**config.mk**
```make
export PLATFORM = sky130hd
export DESIGN_NAME = sumador_4b
export DESIGN_NICKNAME = d
export VERILOG_FILES = /design/src/rtl/sumador_4b.sv
export SDC_FILE = /design/constraint.sdc
export NUM_CORES = 1
export LEC_CHECK = 0
export ABC_AREA = 0
export CAP_MARGIN = 20
export CORE_AREA = 2 2 39 41
export CTS_CLUSTER_SIZE = 30
export DETAILED_ROUTE_END_ITERATION = 10
export DIE_AREA = 0 0 41 43
export MAX_ROUTING_LAYER = met4
export PLACE_DENSITY = 0.71
export SYNTH_ARGS = -nofsm -noshare
export SYNTH_HDL_FRONTEND = slang
export SYNTH_SLANG_ARGS = --single-unit
```
**constraint.sdc**
```tcl
create_clock -name clk -period 1.8 [get_ports clk]
set_input_delay 0.45 -clock clk [delete_from_list [all_inputs] [get_ports clk]]
set_output_delay 0.45 -clock clk [all_outputs]
set_load 0.02 [all_outputs]
```
**src/rtl/sumador_4b.sv**
```systemverilog
// sumador_4b: two-stage pipelined unsigned adder.
//   Stage 1 captures a/b, stage 2 captures their sum onto c.
//   Enable freezes both stages; synchronous active-low reset clears them.
//   Build option SUMADOR_SATURATE_EN: clamp overflowing sums to all-ones
//   instead of wrapping (default build wraps modulo 2^WIDTH).
module sumador_4b #(
    parameter int WIDTH = 4
) (
    input  logic             clk,
    input  logic             rst,
    input  logic             enb,
    input  logic [WIDTH-1:0] a,
    input  logic [WIDTH-1:0] b,
    output logic [WIDTH-1:0] c
);

    logic [WIDTH-1:0] a_q, a_d;
    logic [WIDTH-1:0] b_q, b_d;
    logic [WIDTH-1:0] c_q, c_d;
    logic [WIDTH-1:0] sum;

    // Sum of the stage-1 operands, wrapped or clamped depending on the build
    always_comb begin
`ifdef SUMADOR_SATURATE_EN
        logic [WIDTH:0] sum_full;
        sum_full = {1'b0, a_q} + {1'b0, b_q};
        sum      = sum_full[WIDTH] ? {WIDTH{1'b1}} : sum_full[WIDTH-1:0];
`else
        sum      = a_q + b_q;
`endif
    end

    // Next-state: both stages advance together only on enabled edges
    always_comb begin
        a_d = a_q;
        b_d = b_q;
        c_d = c_q;
        if (enb) begin
            a_d = a;
            b_d = b;
            c_d = sum;
        end
    end

    // Pipeline registers; reset wins over enable and discards in-flight data
    always_ff @(posedge clk) begin
        if (!rst) begin
            a_q <= '0;
            b_q <= '0;
            c_q <= '0;
        end else begin
            a_q <= a_d;
            b_q <= b_d;
            c_q <= c_d;
        end
    end

    assign c = c_q;

endmodule

```
==> results.ini <==
[global_routing]
grt_pass1_wl_um = 1390
grt_max_degree = 15
grtUsageTotal_pct = 13.2
globalRoute.totalOverflow = 0
grt_pass1_vias = 334
antenna_found_initial = 0

[final_layout]
synthToLayoutAreaGrowth_pct = 30.1
fill_cells = 123
nets = 81
multi_input_area_um2 = 285
seq_area_um2 = 240
drive_gt1_share_pct = 7.69
antenna_cells = 0
fin_cells = 81

[clock_tree]
h-tree-depth = 1
post_cts_resized = 0
cts_root_buf = clkbuf_4
clkSlewWorstSetupHoldPaths_ps = 70
clock_sinks = 12
cts_setup_buffers = 0
cts_tree = yes
numCtsBuffers = 3
hold_buffers = 0
worstSkewPairLatency_ps = 270
cts_buffer_depth = 2

[placement]
routabilityCongestion = 0.654
dp_cells = 77
dpl.hpwl_um = 621
dp_slack_ps = 274
port_buffers = 14

[setup_path]
crit_family = buffers and inverters
endpoint_kind = primary output
worst-r2r-setup-slack_ps = 420
slowest_delay_ps = 610
path_cells = clkdlybuf4s50_1
reg2reg_from = a_q[0]
arrival_ps = 1230
required_ps = 1350
path_buf_inv = 1
critPathSlowestCell = clkdlybuf4s50_1
critPathKind = flop to primary output
crit_path_max_fanout = 2
timing.rr.end = c[2]
reg2regPathDepth = 5
critPathLaunchType = flop

[power]
p_leak_nw = 0.324
ir_drop_mv = 0.380
power.density_nw_per_um2 = 829

[logic_synthesis]
yosys_most_used_dff = dfxtp_1
yosys.area.top_type = dfxtp_1
yosysMostFrequentCell = dfxtp_1
synth_warnings = 0
synth-seq-cells = 12
synth_area_um2 = 561
synth_top_area_share_pct = 42.9
synthCells = 49
yosysSeqAreaShare_pct = 42.9
syn_avg_cell_area_um2 = 11.4
synth-edff-count = 0
synth.distinct_cells = 17
yosys-top-cells-area = dfxtp_1, mux2i_1, nor2b_1, ha_1, buf_12
synth_commonest_cells = dfxtp_1, mux2i_1, nor2b_1
ys_async_sr_fraction_pct = 0
syn-num-nets = 64

[floorplan]
start_util_pct = 40.5
coreArea_um2 = 1380
rows = 14
dieArea_um2 = 1760
io_pins = 15
die_h_um = 43
die_w_um = 41

[status]
status = complete, no violations

[sta]
fin_worst_skew_ps = 3.55
hold_violations = 0
fin_ws_ps = 124
rsz0062_at_grt = no
finalMaxSlewViolations = 0
final-setup-viol-count = 0
finalCriticalPeriod_ps = 1680
tightest_slew_ps = 343
fin_tns_setup_ps = 0
slew_headroom_pct = 77.1
fin_crit_sh_pct = 93.1
hold-worst-slack_ps = 518
clock.fmax_mhz = 597

[route]
wl_um = 913
wl_per_cell_um = 11.3
vias_per_cell = 4.78
drt_iter0_drc = 0
num_vias = 387
final_antenna_net_count = 0
dr.pass1.iters = 1
drt_drc_violations_left = 0

[job]
drv_cap = 0

[min_path]
hp-class = flop to flop
holdPathEnd = c[1]
min-delay-start = c[1]
whs_path_depth = 2

[final cells by class]
| type | instances | share of cell area [%] |
|---|---|---|
| Clock buffer | 4 | 4.97 |
| Timing Repair Buffer | 15 | 20.2 |
| Sequential cell | 12 | 32.9 |
| Tap cell | 16 | 2.74 |
| Multi-Input combinational cell | 34 | 39.1 |
[layout by cell type (no fill, tap or decap), types with 2 or more instances in the layout]
master / count
ha_1: 3
nand3_1: 2
dfxtp_1: 12
nor2b_1: 10
clkbuf_4: 3
mux2i_1: 10
clkdlybuf4s50_1: 14
[per-layer routing]
layer  share of wire [%]  global-route usage, %
met2                  44                   16.3
met5                   0                      -
met3                 6.2                   4.71
met4                 4.7                   14.0
met1                  45                   15.0
[state kept, by name, summed over array words and instances (netlist names)]
signal,flops
c,4
a_q,4
b_q,4
[worst max-delay path by stage]
| stage | startpoint | end | slack (ps) | cells past startpoint |
|---|---|---|---|---|
| detailed placement | enb | a_q[0] | 270 | 4 |
| global placement | enb | b_q[0] | 280 | 4 |
| finish | c[2] | c[2] | 120 | 1 |
| global route | c[0] | c[0] | 80 | 1 |
| floorplan | a_q[0] | c[2] | 530 | 5 |
| CTS | c[2] | c[2] | 110 | 1 |
[logic make-up after synthesis]
group | count (synthesis) | synth area share [%]
AO/OA/AOI/OAI | 5 | 6.03
XOR/XNOR | 2 | 3.13
buffers and inverters | 3 | 6.25
adder cells (fa/ha/maj) | 4 | 10.3
multiplexers | 10 | 17.9
AND/OR/NAND/NOR | 13 | 13.6
flip-flops | 12 | 42.9
[per-stage QoR]
step,power (mW),utilization [%],instance area [um^2]
finish,0.605,52.7,729
global route,0.634,52.7,729
CTS,0.615,52.7,729
detailed placement,0.398,50.1,693
global placement,0.397,50.1,693
floorplan,0.361,-,561
[power breakdown]
| part | switching (mW) | internal, mW | total, mW |
|---|---|---|---|
| clock network | 0.0901 | 0.123 | 0.213 |
| logic | 0.0395 | 0.0588 | 0.0982 |
| registers | 0.0106 | 0.283 | 0.293 |
| total | 0.140 | 0.464 | 0.605 |
Power figures use the tool's default switching activity.
